File: src/rtl/div_8bit_pkg.sv
// Shared arithmetic package for the signed divider (and its sibling multiplier).
// Holds operand widths, the iteration count, the FSM state encoding and
// small two's-complement magnitude helpers.
package div_8bit_pkg;

    localparam int DIVIDEND_W = 16;
    localparam int DIVISOR_W  = 8;
    localparam int ITER_N     = 16;
    localparam int CNT_W      = $clog2(ITER_N);

    typedef enum logic [1:0] {
        ST_IDLE = 2'd0,
        ST_RUN  = 2'd1,
        ST_DONE = 2'd2
    } state_t;

    // Magnitude of a signed value, returned unsigned at the same width.
    // The most negative input maps to 2**(W-1), which still fits unsigned.
    function automatic logic [DIVIDEND_W-1:0] mag16(input logic [DIVIDEND_W-1:0] v);
        return v[DIVIDEND_W-1] ? ((~v) + DIVIDEND_W'(1)) : v;
    endfunction

    function automatic logic [DIVISOR_W-1:0] mag8(input logic [DIVISOR_W-1:0] v);
        return v[DIVISOR_W-1] ? ((~v) + DIVISOR_W'(1)) : v;
    endfunction

endpackage

File: src/rtl/div_8bit_if.sv
// Request/result bundle for div_8bit.
//   start, dividend, divisor : request side (driven by master)
//   quot, rem, busy, done,
//   ovf, dbz                 : result/status side (driven by slave)
interface div_8bit_if;
    import div_8bit_pkg::*;

    logic                  start;
    logic [DIVIDEND_W-1:0] dividend;
    logic [DIVISOR_W-1:0]  divisor;
    logic [DIVISOR_W-1:0]  quot;
    logic [DIVISOR_W-1:0]  rem;
    logic                  busy;
    logic                  done;
    logic                  ovf;
    logic                  dbz;

    modport master (
        output start, dividend, divisor,
        input  quot, rem, busy, done, ovf, dbz
    );

    modport slave (
        input  start, dividend, divisor,
        output quot, rem, busy, done, ovf, dbz
    );

endinterface

File: src/rtl/div_sub.sv
// Trial subtractor for the restoring divider.
//   a, b   : unsigned operands (W bits)
//   diff   : a - b (W bits)
//   borrow : 1 when a < b
module div_sub #(
    parameter int W = 9
) (
    input  logic [W-1:0] a,
    input  logic [W-1:0] b,
    output logic [W-1:0] diff,
    output logic         borrow
);

    assign {borrow, diff} = {1'b0, a} - {1'b0, b};

endmodule

File: src/rtl/div_8bit.sv
// Signed 16/8 restoring divider, one quotient bit per clock.
//   clk : clock, rising edge
//   rst : asynchronous active-high reset
//   bus : div_8bit_if.slave -- start/dividend/divisor in,
//         quot/rem/busy/done/ovf/dbz out (all outputs registered)
// Division runs on magnitudes; signs are re-applied when the last bit is
// produced so results land in their registers on the same edge DONE is entered.
module div_8bit
    import div_8bit_pkg::*;
(
    input  logic      clk,
    input  logic      rst,
    div_8bit_if.slave bus
);

    state_t                state_reg;
    logic [CNT_W-1:0]      cnt_reg;
    // Holds the dividend magnitude; its MSB is shifted into the partial
    // remainder each step while the new quotient bit enters at the LSB.
    logic [DIVIDEND_W-1:0] q_reg;
    logic [DIVISOR_W-1:0]  r_reg;
    logic [DIVISOR_W-1:0]  dvs_mag_reg;
    logic                  neg_q_reg;
    logic                  neg_r_reg;

    logic [DIVISOR_W-1:0]  quot_reg;
    logic [DIVISOR_W-1:0]  rem_reg;
    logic                  busy_reg;
    logic                  done_reg;
    logic                  ovf_reg;
    logic                  dbz_reg;

    logic [DIVISOR_W:0]    trial_a;
    logic [DIVISOR_W:0]    trial_b;
    logic [DIVISOR_W:0]    trial_diff;
    logic                  trial_borrow;

    logic [DIVIDEND_W-1:0] q_next;
    logic [DIVISOR_W-1:0]  r_next;
    logic [DIVIDEND_W-1:0] quot_signed;
    logic [DIVISOR_W-1:0]  rem_signed;
    logic                  ovf_next;

    assign trial_a = {r_reg, q_reg[DIVIDEND_W-1]};
    assign trial_b = {1'b0, dvs_mag_reg};

    div_sub #(.W(DIVISOR_W + 1)) u_sub (
        .a      (trial_a),
        .b      (trial_b),
        .diff   (trial_diff),
        .borrow (trial_borrow)
    );

    always_comb begin
        q_next = {q_reg[DIVIDEND_W-2:0], ~trial_borrow};
        // Restore on borrow: keep the shifted remainder instead of the difference.
        r_next = trial_borrow ? trial_a[DIVISOR_W-1:0] : trial_diff[DIVISOR_W-1:0];
        quot_signed = neg_q_reg ? ((~q_next) + DIVIDEND_W'(1)) : q_next;
        rem_signed  = neg_r_reg ? ((~r_next) + DIVISOR_W'(1)) : r_next;
        // A negative quotient may reach magnitude 128; a positive one only 127.
        ovf_next = neg_q_reg ? (q_next > DIVIDEND_W'(128)) : (q_next > DIVIDEND_W'(127));
    end

    always_ff @(posedge clk or posedge rst) begin
        if (rst) begin
            state_reg   <= ST_IDLE;
            cnt_reg     <= '0;
            q_reg       <= '0;
            r_reg       <= '0;
            dvs_mag_reg <= '0;
            neg_q_reg   <= 1'b0;
            neg_r_reg   <= 1'b0;
            quot_reg    <= '0;
            rem_reg     <= '0;
            busy_reg    <= 1'b0;
            done_reg    <= 1'b0;
            ovf_reg     <= 1'b0;
            dbz_reg     <= 1'b0;
        end else begin
            done_reg <= 1'b0;
            case (state_reg)
                ST_IDLE: begin
                    if (bus.start) begin
                        q_reg       <= mag16(bus.dividend);
                        dvs_mag_reg <= mag8(bus.divisor);
                        r_reg       <= '0;
                        cnt_reg     <= '0;
                        neg_q_reg   <= bus.dividend[DIVIDEND_W-1] ^ bus.divisor[DIVISOR_W-1];
                        neg_r_reg   <= bus.dividend[DIVIDEND_W-1];
                        if (bus.divisor == '0) begin
                            state_reg <= ST_DONE;
                            done_reg  <= 1'b1;
                            dbz_reg   <= 1'b1;
                            ovf_reg   <= 1'b0;
                            quot_reg  <= '0;
                            rem_reg   <= bus.dividend[DIVISOR_W-1:0];
                        end else begin
                            state_reg <= ST_RUN;
                            busy_reg  <= 1'b1;
                        end
                    end
                end
                ST_RUN: begin
                    q_reg   <= q_next;
                    r_reg   <= r_next;
                    cnt_reg <= cnt_reg + CNT_W'(1);
                    if (cnt_reg == CNT_W'(ITER_N - 1)) begin
                        state_reg <= ST_DONE;
                        cnt_reg   <= '0;
                        busy_reg  <= 1'b0;
                        done_reg  <= 1'b1;
                        quot_reg  <= quot_signed[DIVISOR_W-1:0];
                        rem_reg   <= rem_signed;
                        ovf_reg   <= ovf_next;
                        dbz_reg   <= 1'b0;
                    end
                end
                ST_DONE: begin
                    state_reg <= ST_IDLE;
                end
                default: begin
                    state_reg <= ST_IDLE;
                end
            endcase
        end
    end

    assign bus.quot = quot_reg;
    assign bus.rem  = rem_reg;
    assign bus.busy = busy_reg;
    assign bus.done = done_reg;
    assign bus.ovf  = ovf_reg;
    assign bus.dbz  = dbz_reg;

endmodule

File: src/flat_wrapper.sv
// flat-port wrapper written by rule: the top's interface ports become plain ports
module div_8bit_flat import div_8bit_pkg::*;
  (clk, rst, bus_start, bus_dividend, bus_divisor, bus_quot, bus_rem, bus_busy, bus_done, bus_ovf, bus_dbz);
  div_8bit_if bus_i ();
  input  logic clk;
  input  logic rst;
  input wire logic [$bits(bus_i.start)-1:0] bus_start;
  input wire logic [$bits(bus_i.dividend)-1:0] bus_dividend;
  input wire logic [$bits(bus_i.divisor)-1:0] bus_divisor;
  output wire logic [$bits(bus_i.quot)-1:0] bus_quot;
  output wire logic [$bits(bus_i.rem)-1:0] bus_rem;
  output wire logic [$bits(bus_i.busy)-1:0] bus_busy;
  output wire logic [$bits(bus_i.done)-1:0] bus_done;
  output wire logic [$bits(bus_i.ovf)-1:0] bus_ovf;
  output wire logic [$bits(bus_i.dbz)-1:0] bus_dbz;
  assign bus_i.start = bus_start;
  assign bus_i.dividend = bus_dividend;
  assign bus_i.divisor = bus_divisor;
  assign bus_quot = bus_i.quot;
  assign bus_rem = bus_i.rem;
  assign bus_busy = bus_i.busy;
  assign bus_done = bus_i.done;
  assign bus_ovf = bus_i.ovf;
  assign bus_dbz = bus_i.dbz;
  div_8bit u_core (.clk(clk), .rst(rst), .bus(bus_i));
endmodule
File: config.mk
export PLATFORM = sky130hd
export DESIGN_NAME = div_8bit_flat
export DESIGN_NICKNAME = d
export VERILOG_FILES = /design/src/rtl/div_8bit_pkg.sv /design/src/rtl/div_8bit_if.sv /design/src/rtl/div_sub.sv /design/src/rtl/div_8bit.sv /design/src/flat_wrapper.sv
export SDC_FILE = /design/constraint.sdc
export NUM_CORES = 1
export LEC_CHECK = 0
export BUFFER_PORTS_ARGS = -buffer_cell sky130_fd_sc_hd__clkbuf_2
export CAP_MARGIN = 20
export CORE_ASPECT_RATIO = 1.2
export CORE_MARGIN = 3
export CORE_UTILIZATION = 45
export DETAILED_ROUTE_END_ITERATION = 6
export SLEW_MARGIN = 40
export SYNTH_ARGS = -nofsm -noshare
export SYNTH_HDL_FRONTEND = slang
export SYNTH_SLANG_ARGS = --single-unit
File: constraint.sdc
create_clock -name clk -period 3.7 [get_ports clk]
set_clock_uncertainty 0.15 [all_clocks]
set_input_delay 0 -clock clk [delete_from_list [all_inputs] [get_ports clk]]
set_output_delay 0 -clock clk [all_outputs]
set_load 0.005 [all_outputs]
==> results of run 1 <==
-- per-stage QoR --
stage	setup WS (ns)	utilization	cells	hold WS (ns)
after global placement	0.785	0.511	547	-0.0292
after CTS	0.646	0.567	589	0.114
after detailed placement	0.669	0.511	547	-0.0235
after global routing	0.364	0.567	589	0.155
after floorplan	0.932	-	424	-0.0537
final	0.602	0.567	589	0.133
-- routing by layer --
| layer | global-route usage | up-vias |
|---|---|---|
| li1 | - | 1661 |
| met1 | 0.257 | 1630 |
| met2 | 0.396 | 55 |
| met3 | 0.0352 | 8 |
| met4 | 0.0479 | 0 |
| met5 | 0 | - |
-- how the worst max path moves through the flow --
stage,end,slack (ns),cells past startpoint
2_1_floorplan,u_core.bus.rem[6],0.93,11
3_3_place_gp,u_core.bus.rem[2],0.78,12
3_5_place_dp,u_core.bus.rem[2],0.67,12
4_1_cts,u_core.bus.rem[2],0.65,12
5_1_grt,u_core.bus.rem[2],0.36,12
6_report,u_core.bus.rem[2],0.60,12
-- cell type report --
type | count | share of cell area
multi-input cells | 320 | 0.461
clock buffers | 11 | 0.0316
well taps | 92 | 0.0258
inverters | 25 | 0.0210
clock inverters | 3 | 0.00336
repair buffers | 78 | 0.121
flip-flops and latches | 60 | 0.336
-- kinds of logic (layout without fill, tap and decap cells) --
family,after synthesis,after routing,synth area share
AOI/OAI and AO/OA,139,139,0.243
xor gates and xnor gates,31,31,0.0728
adders and majority gates,14,14,0.0490
buffers and inverters,44,117,0.0459
DFF,60,60,0.402
muxes,7,7,0.0201
and+or+nand+nor,129,129,0.167
-- synth_stat cells, types with 2 or more instances --
cell type                  instances  area, sq um
sky130_fd_sc_hd__and3_1            4         25.0
sky130_fd_sc_hd__a21o_1            6         45.0
sky130_fd_sc_hd__nand3_1          15         75.1
sky130_fd_sc_hd__or4_1             3         22.5
sky130_fd_sc_hd__xnor2_1          11         96.3
sky130_fd_sc_hd__clkbuf_1         15         56.3
sky130_fd_sc_hd__nand2b_1          6         37.5
sky130_fd_sc_hd__a21oi_1          21          105
sky130_fd_sc_hd__or2_2             3         18.8
sky130_fd_sc_hd__ha_1             13          163
sky130_fd_sc_hd__o41ai_1           3         26.3
sky130_fd_sc_hd__mux2i_1           6         60.1
sky130_fd_sc_hd__nor2b_1           4         25.0
sky130_fd_sc_hd__o211a_1           2         20.0
sky130_fd_sc_hd__a31oi_1           6         37.5
sky130_fd_sc_hd__a22oi_1          12         90.1
sky130_fd_sc_hd__nand2_1          45          169
sky130_fd_sc_hd__a211oi_1          2         15.0
sky130_fd_sc_hd__or3_1             3         18.8
sky130_fd_sc_hd__inv_1            24         90.1
sky130_fd_sc_hd__nor3_1            7         35.0
sky130_fd_sc_hd__buf_2             2         10.0
sky130_fd_sc_hd__nor4_1            3         18.8
sky130_fd_sc_hd__o21ai_0          57          285
sky130_fd_sc_hd__o31ai_1           9         67.6
sky130_fd_sc_hd__o21ai_1           2         10.0
sky130_fd_sc_hd__dfrtp_1          60         1500
sky130_fd_sc_hd__nor2_1           29          109
sky130_fd_sc_hd__xor2_1           20          175
-- power by group --
group | total, W | internal, W | switching [W]
logic | 0.00241 | 0.000986 | 0.00143
registers | 0.00118 | 0.000935 | 0.000243
clock network | 0.000497 | 0.000250 | 0.000247
total | 0.00409 | 0.00217 | 0.00192
-- worst min-delay path, cell delays in order --
cell and delay [ns]:
sky130_fd_sc_hd__dlygate4sd3_1 0.53, sky130_fd_sc_hd__clkbuf_2 0.11, sky130_fd_sc_hd__inv_2 0.47
-- what timing repair did --
item | 4_1_cts | 5_1_grt
hold buffers | 28 | 0
gates resized for setup | 0 | 0
setup buffers | 0 | 0
endpoints found under the hold margin | 59 | 0
==> flow_results.org, run 1 <==
** Outcome
- The run finished with clean final reports.

** Worst setup path
- Data arrival time at the worst-slack endpoint :: 3.21 ns
- Counting both buffers and inverters, the worst setup path holds a total of 1.
- Reg2reg path depth :: 12
- The critical path in this run is classified as register to register.
- On the critical path, the stage with the largest delay is an instance of sky130_fd_sc_hd__dfrtp_1.
- Crit Path Max Fanout :: 16
- Category of the worst setup path launch point :: register
- The startpoint identified for the worst register-to-register timing path is u_core.r_reg[6].
- The critical path goes through ha_1 -> and4b_2 -> a221oi_4 -> nand2_4 -> inv_2 -> nor2_1 -> a21oi_1 -> ha_1 -> nor2_1 -> xnor2_1 -> nand2_1 -> a31oi_1.
- The worst setup path is captured at a register.
- Data required time of the critical path :: about 3.8 ns
- In this run the critical register-to-register path is captured at u_core.bus.rem[2].
- Worst stage delay on the critical path :: about 0.40 ns
- Tracing the worst setup path back leads to its startpoint at u_core.r_reg[6].
- Across all register-to-register paths, the minimum setup slack is ~0.60 ns.
- Top Family by Delay on Critical Path :: compound AO/OA/AOI/OAI gates

** Global route
- After global routing the overflow that remains totals 0.
- Pin count of the biggest net entering global routing :: 41
- The via count of the first global-routing pass came to about 3300.
- All-Layer GR Usage :: 0.216
- The number of antenna violations at the first check in global routing is 0.
- The first global-routing pass estimated roughly 16 mm of wire.

** Clock tree
- Clock root cell :: sky130_fd_sc_hd__clkbuf_8
- TritonCTS built the clock tree.
- TritonCTS Sinks :: 60
- Clock-pin slew reported for the worst setup and hold paths after clock tree synthesis :: 0.07 ns
- The clock passes through at most 2 buffers.
- Worst skew pair latency :: about 0.33 ns
- The clock tree synthesis step divided the H-tree into 3 levels.
- In this run, CTS created clock tree buffers numbering 9.

** Floorplanning
- Die X-Extent :: between 80 and 90 um
- During I/O placement, the number of pins put on the boundary was 47.
- Die Y :: roughly 110 um
- Number of rows created at floorplan :: 35
- The core region is 7880 sq um.
- Effective utilization at floorplan :: 0.473
- The floorplan step defined a die boundary enclosing 9420 sq um.

** Drt
- The highest metal layer carrying signal wires in the routed design is met4.
- After detailed routing, the met2 layer carries 5.24 mm of wire.
- Antenna-violating nets left :: 0
- After detailed routing, the wire length on met1 is 4.02 mm.
- After the first detailed-routing iteration, the DRC count stood at between 100 and 150.
- Post-DR vias/cell :: between 5 and 6
- Routed via count :: around 3400
- The first detailed-routing pass took 4 iterations.
- Detailed-route DRC error count :: 0
- The routed design has 9.61 mm of wire.
- Drt wl/cell :: 16.3 um
- After detailed routing, the met3 layer carries about 260 um of wire.

** Layout
- The library cell used most frequently in the layout, excluding fill and tap cells, is sky130_fd_sc_hd__dfrtp_1.
- Number of nets in the layout :: about 540
- Total of fill cells in the finished design :: approximately 750
- Of the cells placed in the final design, the portion with a size suffix greater than 1 is 0.159.
- The register with the most flip-flops in the layout has 16 of them.
- Most used cells in the layout excluding fill and tap cells :: sky130_fd_sc_hd__dfrtp_1 (60), sky130_fd_sc_hd__o21ai_0 (57), sky130_fd_sc_hd__clkbuf_2 (46)
- From synthesis to final layout, the design area changed by 19.8%.
- In the final layout, the multi-input gates occupy a little over 2000 sq um.
- 0 antenna diodes ended up in the layout.
- The finished cells cover 4470 sq um.
- Summing all flip-flop and latch instances after layout gives approximately 1500 sq um.

** Timing
- Hold violation count in the final report :: 0
- Time the worst path needs with I/O delays and setup :: 3.10 ns
- Timing would allow up to around 0.32 GHz.
- Pins over their slew limit :: 0
- Setup Total Neg Slack :: 0 ns
- Setup repair after global routing left no endpoint under its margin.
- Of the available clock period, the critical path in the final layout requires 0.837.
- Worst slew margin relative to its limit :: 0.564
- Setup violations remaining at the end of the flow were counted as 0.
- At the pin with the least slew margin, the transition time is approximately 0.65 ns.

** Placement
- Final Wtd Congestion :: 1.03
- Instance area at placement :: just over 4000 sq um
- Port Buffers :: 46
- The HPWL after detailed placement is around 7 mm.

** Power
- In this run the static leakage power is 2.10 nW.
- Cell area power density :: approximately 900 nW/um^2
- After layout, the design draws a total of a little over 0.004 W.
- Worst IR Drop VDD :: approximately 0.0006 V

** Logic synthesis
- For this run, asynchronously set or reset flops after synthesis account for 1.00.
- In this run, synthesis produced a sequential element count of 60.
- Number of instances in the synthesized netlist :: 424
- The synthesized netlist occupies a cell area of 3730 sq um.
- Number of enable-type register cells in the synthesized netlist :: 0
- When the netlist entered floorplanning its net count stood at 465.
- Avg Synthesized Cell Area :: 8.80 sq um
- Count of yosys warnings during synthesis :: 0
- Distinct cell type count after synthesis :: 60
- The most used flip-flop cell after synthesis is sky130_fd_sc_hd__dfrtp_1.
- For this run, the register share of the synthesized area comes to 0.402.

** Run
- The tool flagged a number of max-cap violations equal to 0.

** Worst hold path
- Class of the tightest hold or removal check :: primary input to async pin
(Power assumes the default switching activity.)
==> run 2: changes to the inputs <==
- ABC_AREA: default -> 1
- clock period: 3.7 -> 2.9 ns (I/O delays scaled with it)
==> run 2 against run 1 <==
Sequential power increased by 32%. Combinational power increased by 52%. Critical endpoint is now u_core.bus.quot[6]. Sequential share of layout area decreased by 2.3 points. Highest routed layer unchanged.
==> flow_results.org, run 2 <==
** Logic synthesis
- The proportion of synthesized chip area in sequential cells was 0.388 (-0.0141).
- Number of instances in the synthesized netlist :: 514 (+21%)
- Cell taking the most area after synthesis :: sky130_fd_sc_hd__dfrtp_1
- The proportion of register bits with asynchronous set or reset after synthesis was 1.00 (unchanged).
- The number of nets produced by synthesis came to 555 (+19%).
- Synthesized cell area :: 3870 sq um (+3.6%)
- Portion of synthesized cell area occupied by the leading cell type :: 0.388 (-0.0141)
- The number of warning messages in the yosys log came to 0 (unchanged).
- Top area cells in the synthesized netlist :: sky130_fd_sc_hd__dfrtp_1 (39%), sky130_fd_sc_hd__nand2_1 (13%), sky130_fd_sc_hd__inv_1 (6.5%), sky130_fd_sc_hd__o21ai_0 (6.1%), sky130_fd_sc_hd__ha_1 (4.2%)
- Number of enable-type register cells in the synthesized netlist :: 0 (unchanged)
- The total of flip-flops plus latches after synthesis is 60 (unchanged).
- Distinct cell type count after synthesis :: 46 (-23%)
- Post-synth top cells :: sky130_fd_sc_hd__nand2_1 (132), sky130_fd_sc_hd__inv_1 (67), sky130_fd_sc_hd__dfrtp_1 (60)
- The most common cell in the synthesized netlist is sky130_fd_sc_hd__nand2_1.
- Avg Synthesized Cell Area :: 7.52 sq um (-15%)
- In the synthesized netlist the dominant register cell turns out to be sky130_fd_sc_hd__dfrtp_1.

** Worst setup path
- The slowest stage of the critical path belongs to the cell sky130_fd_sc_hd__dfrtp_1.
- The signal on the critical path passes through inv_1 -> ha_1 -> nand2_1 -> inv_1 -> nand2_1 -> nand2_1 -> nand2_2 -> nand3_4 -> inv_2 -> ha_1 -> inv_1 -> nor3_2 -> nand3_1 -> nand2_1 -> xor2_1 -> o31ai_1.
- Crit Path Max Fanout :: 10 (-6)
- The critical path buffer and inverter count is 4 (+3).
- The setup slack on the worst flop-to-flop path is 0.30 ns (-0.30 ns).
- Type of the worst setup path :: register to register
- Crit path top cell by count :: sky130_fd_sc_hd__nand2_1
- Data arrival time at the worst-slack endpoint :: 2.70 ns (-0.51 ns)
- Worst stage delay on the critical path :: 0.36 ns (-0.04 ns)
- The critical path required time came to 3.00 ns (-0.81 ns).
- Category of the worst setup path launch point :: register
- Top Family by Delay on Critical Path :: simple AND/OR/NAND/NOR gates
- STA classifies the critical path endpoint as a register.

** Clock tree
- Clock root cell :: sky130_fd_sc_hd__clkbuf_8
- Number of post-CTS setup repair buffers :: 0 (unchanged)
- TritonCTS Sinks :: 60 (unchanged)
- The number of buffers on the longest clock path came to 2 (unchanged).
- Count of H-tree levels built during CTS :: 3 (unchanged)
- Number of buffers added by the clock tree synthesis step :: 9 (unchanged)
- Worst skew pair latency :: 0.34 ns (about the same)
- Clock-pin slew reported for the worst setup and hold paths after clock tree synthesis :: 0.07 ns (about the same)
- TritonCTS built the clock tree.

** Drt
- The number of antenna-violating nets in the routed design is 0 (unchanged).
- The via density per instance came to 5.27 (-7.4%).
- The average wire length per cell after detail routing was 15.2 um (-6.9%).
- The number of detailed-route iterations in the first pass came to 5 (+1).
- Routed via count :: 3811 (+14%)
- The final routed DRC violation total was 0 (unchanged).
- Wirelength, routed :: 11.0 mm (+14%)
- Number of DRC markers in iteration 0 :: 220 (+110%)

** Placement
- Instance area at placement :: 4250 sq um (+5.4%)
- Port Buffers :: 46 (unchanged)
- Worst slack at placement :: 0.242 ns (-0.427 ns)
- The cell count after placement is 671 (+23%).
- Final Wtd Congestion :: 0.935 (-8.8%)
- The HPWL reported at the end of detailed placement was 7.88 mm (+13%).

** Layout
- The share of cells above drive strength 1 came to 0.164 (+0.00525).
- The post-route cell area came to 4800 sq um (+7.4%).
- Ant. Diodes :: 0 (unchanged)
- From synthesis to final layout, the design area changed by 24.2%.
- Number of nets in the layout :: 646 (+21%)
- Most frequent standard cell in the layout excluding fill and tap cells :: sky130_fd_sc_hd__nand2_1
- Number of standard cells in the final layout excluding fillers :: 723 (+23%)
- Most used cells in the layout excluding fill and tap cells :: sky130_fd_sc_hd__nand2_1 (132), sky130_fd_sc_hd__inv_1 (65), sky130_fd_sc_hd__dfrtp_1 (60)
- The flip-flop count of the largest register after layout is 16 (unchanged).
- Finished Core Util :: 0.582 (+0.0154)

** Power
- Share of power burned in the clock network :: 0.115 (-0.007)
- Cell area power density :: 1230 nW/um^2 (+35%)
- Leakage power total :: 2.39 nW (+14%)
- Cell internal pwr :: 0.00299 W (+38%)
- The switching power share of the total was 0.495 (+0.0259).
- Net Sw Power :: 0.00293 W (+53%)
- Part of the power in registers :: 0.264 (-0.024)
- Combinational fraction of design power :: 0.621 (+0.031)
- The largest voltage drop on the vdd net came to 0.000599 V (-0.63%).

** Global route
- The number of antenna violations at the first check in global routing is 0 (unchanged).
- Vias in the first global route :: 3723 (+12%)
- The global-route usage over all layers is 0.235 (+0.0191).
- Wire length of the first global-routing pass :: 17.8 mm (+12%)
- The pin count of the biggest net entering global routing is 30 (-27%).
- Overall overflow remaining after global route :: 0 (unchanged)

** Outcome
- The flow ran to the end, and the final reports show no timing, DRC or antenna violations.

** Timing
- Setup Total Neg Slack :: 0 ns (unchanged)
- The worst-margin pin slew came to 0.670 ns (+0.0166 ns).
- Achievable frequency :: 0.385 GHz (+19%)
- Worst setup margin :: 0.303 ns (-0.299 ns)
- The minimum clock period is 2.60 ns (-0.501 ns).
- Hold violation count in the final report :: 0 (unchanged)
- Pins over their slew limit :: 0 (unchanged)
- The post-route fraction of the period consumed by the critical path came to 0.896 (+0.0582).
- Setup repair after global routing left no endpoint under its margin.
- Worst slew margin relative to its limit :: 0.553 (-0.0109)
- The final-report setup violation count is 0 (unchanged).

** Floorplanning
- Die X-Extent :: 90.6 um (+1.7%)
- The starting density of the core came to 0.469 (-0.00430).
- Full die area :: 9740 sq um (+3.4%)
- The count of pins on the block boundary is 47 (unchanged).
- The area of the core is 8240 sq um (+4.6%).
- The vertical extent of the die came to 108 um (+1.7%).
- The floorplan row count is 36 (+2.9%).

** Run
- The number of max-cap violations came to 0 (unchanged).

** Worst hold path
- In this run the worst hold path is classified as primary input to async pin.
[run 2: cell types whose count changed in the layout (fill, tap and decap cells not counted), moves of 7 or more]
cell and delta:
sky130_fd_sc_hd__dlygate4sd3_1 +8, sky130_fd_sc_hd__nand2_1 +87, sky130_fd_sc_hd__nand3_1 +15, sky130_fd_sc_hd__o21ai_0 -10
sky130_fd_sc_hd__inv_1 +42, sky130_fd_sc_hd__nand4_1 +9, sky130_fd_sc_hd__xnor2_1 -7
[run 2: kinds of logic (layout without fill, tap and decap cells)]
family | count (synthesis) | in the layout | synth area share
XOR/XNOR | 18 | 18 | 0.0408
AO/OA/AOI/OAI | 98 | 98 | 0.155
AND/OR/NAND/NOR | 241 | 241 | 0.284
buffers and inverters | 83 | 178 | 0.0845
flip-flops | 60 | 60 | 0.388
adder cells (fa/ha/maj) | 14 | 14 | 0.0473
[run 2: cell type report]
class | instances | area [sq um]
fillers | 792 | 3440
repair inverters | 1 | 5.00
clock buffers | 13 | 159
inverters | 70 | 267
flip-flops and latches | 60 | 1500
clock inverters | 2 | 10.0
multi-input cells | 371 | 2050
repair buffers | 92 | 666
well taps | 114 | 143
[run 2: final timing paths]
kind | startpoint | end | cells past startpoint
setup / recovery | u_core.dvs_mag_reg[4] | u_core.bus.quot[6] | 16
hold / removal | rst | u_core.bus.rem[0] | 3
setup reg to reg | u_core.dvs_mag_reg[4] | u_core.bus.quot[6] | 16
hold reg to reg | u_core.bus.dbz | u_core.bus.dbz | 2
max in group asynchronous | rst | u_core.cnt_reg[2] | 4
min in group clk | u_core.bus.dbz | u_core.bus.dbz | 2
[run 2: per-layer routing]
layer  routed length, um  GRT usage  up-vias
li1                    -          -     1878
met1                4940      0.300     1792
met2                5320      0.393      122
met3                 489     0.0315       19
met4                 229      0.112        0
met5                   0          0        -
[run 2: tightest hold or removal path: stages]
cell	delay, ns
sky130_fd_sc_hd__dlygate4sd3_1	0.53
sky130_fd_sc_hd__clkbuf_2	0.11
sky130_fd_sc_hd__inv_2	0.28
[run 2: what timing repair did]
action,in CTS,in global routing
hold endpoints to repair,94,0
hold buffers,36,0
gates resized for setup,0,4
setup endpoints to repair,0,2
[run 2: stage by stage]
step           hold WS [ns]  power (W)
6_report             0.0122    0.00591
5_1_grt              0.0457    0.00648
4_1_cts             0.00823    0.00588
3_5_place_dp         -0.164    0.00510
3_3_place_gp         -0.170    0.00508
2_1_floorplan       -0.0526    0.00412
[run 2: power groups by stage]
stage,Sequential (W),Combinational (W),Clock [W]
after global placement,0.00156,0.00352,0
after detailed placement,0.00157,0.00353,0
after floorplan,0.00151,0.00261,0
final,0.00156,0.00367,0.000677
after global routing,0.00161,0.00413,0.000735
after CTS,0.00155,0.00363,0.000702
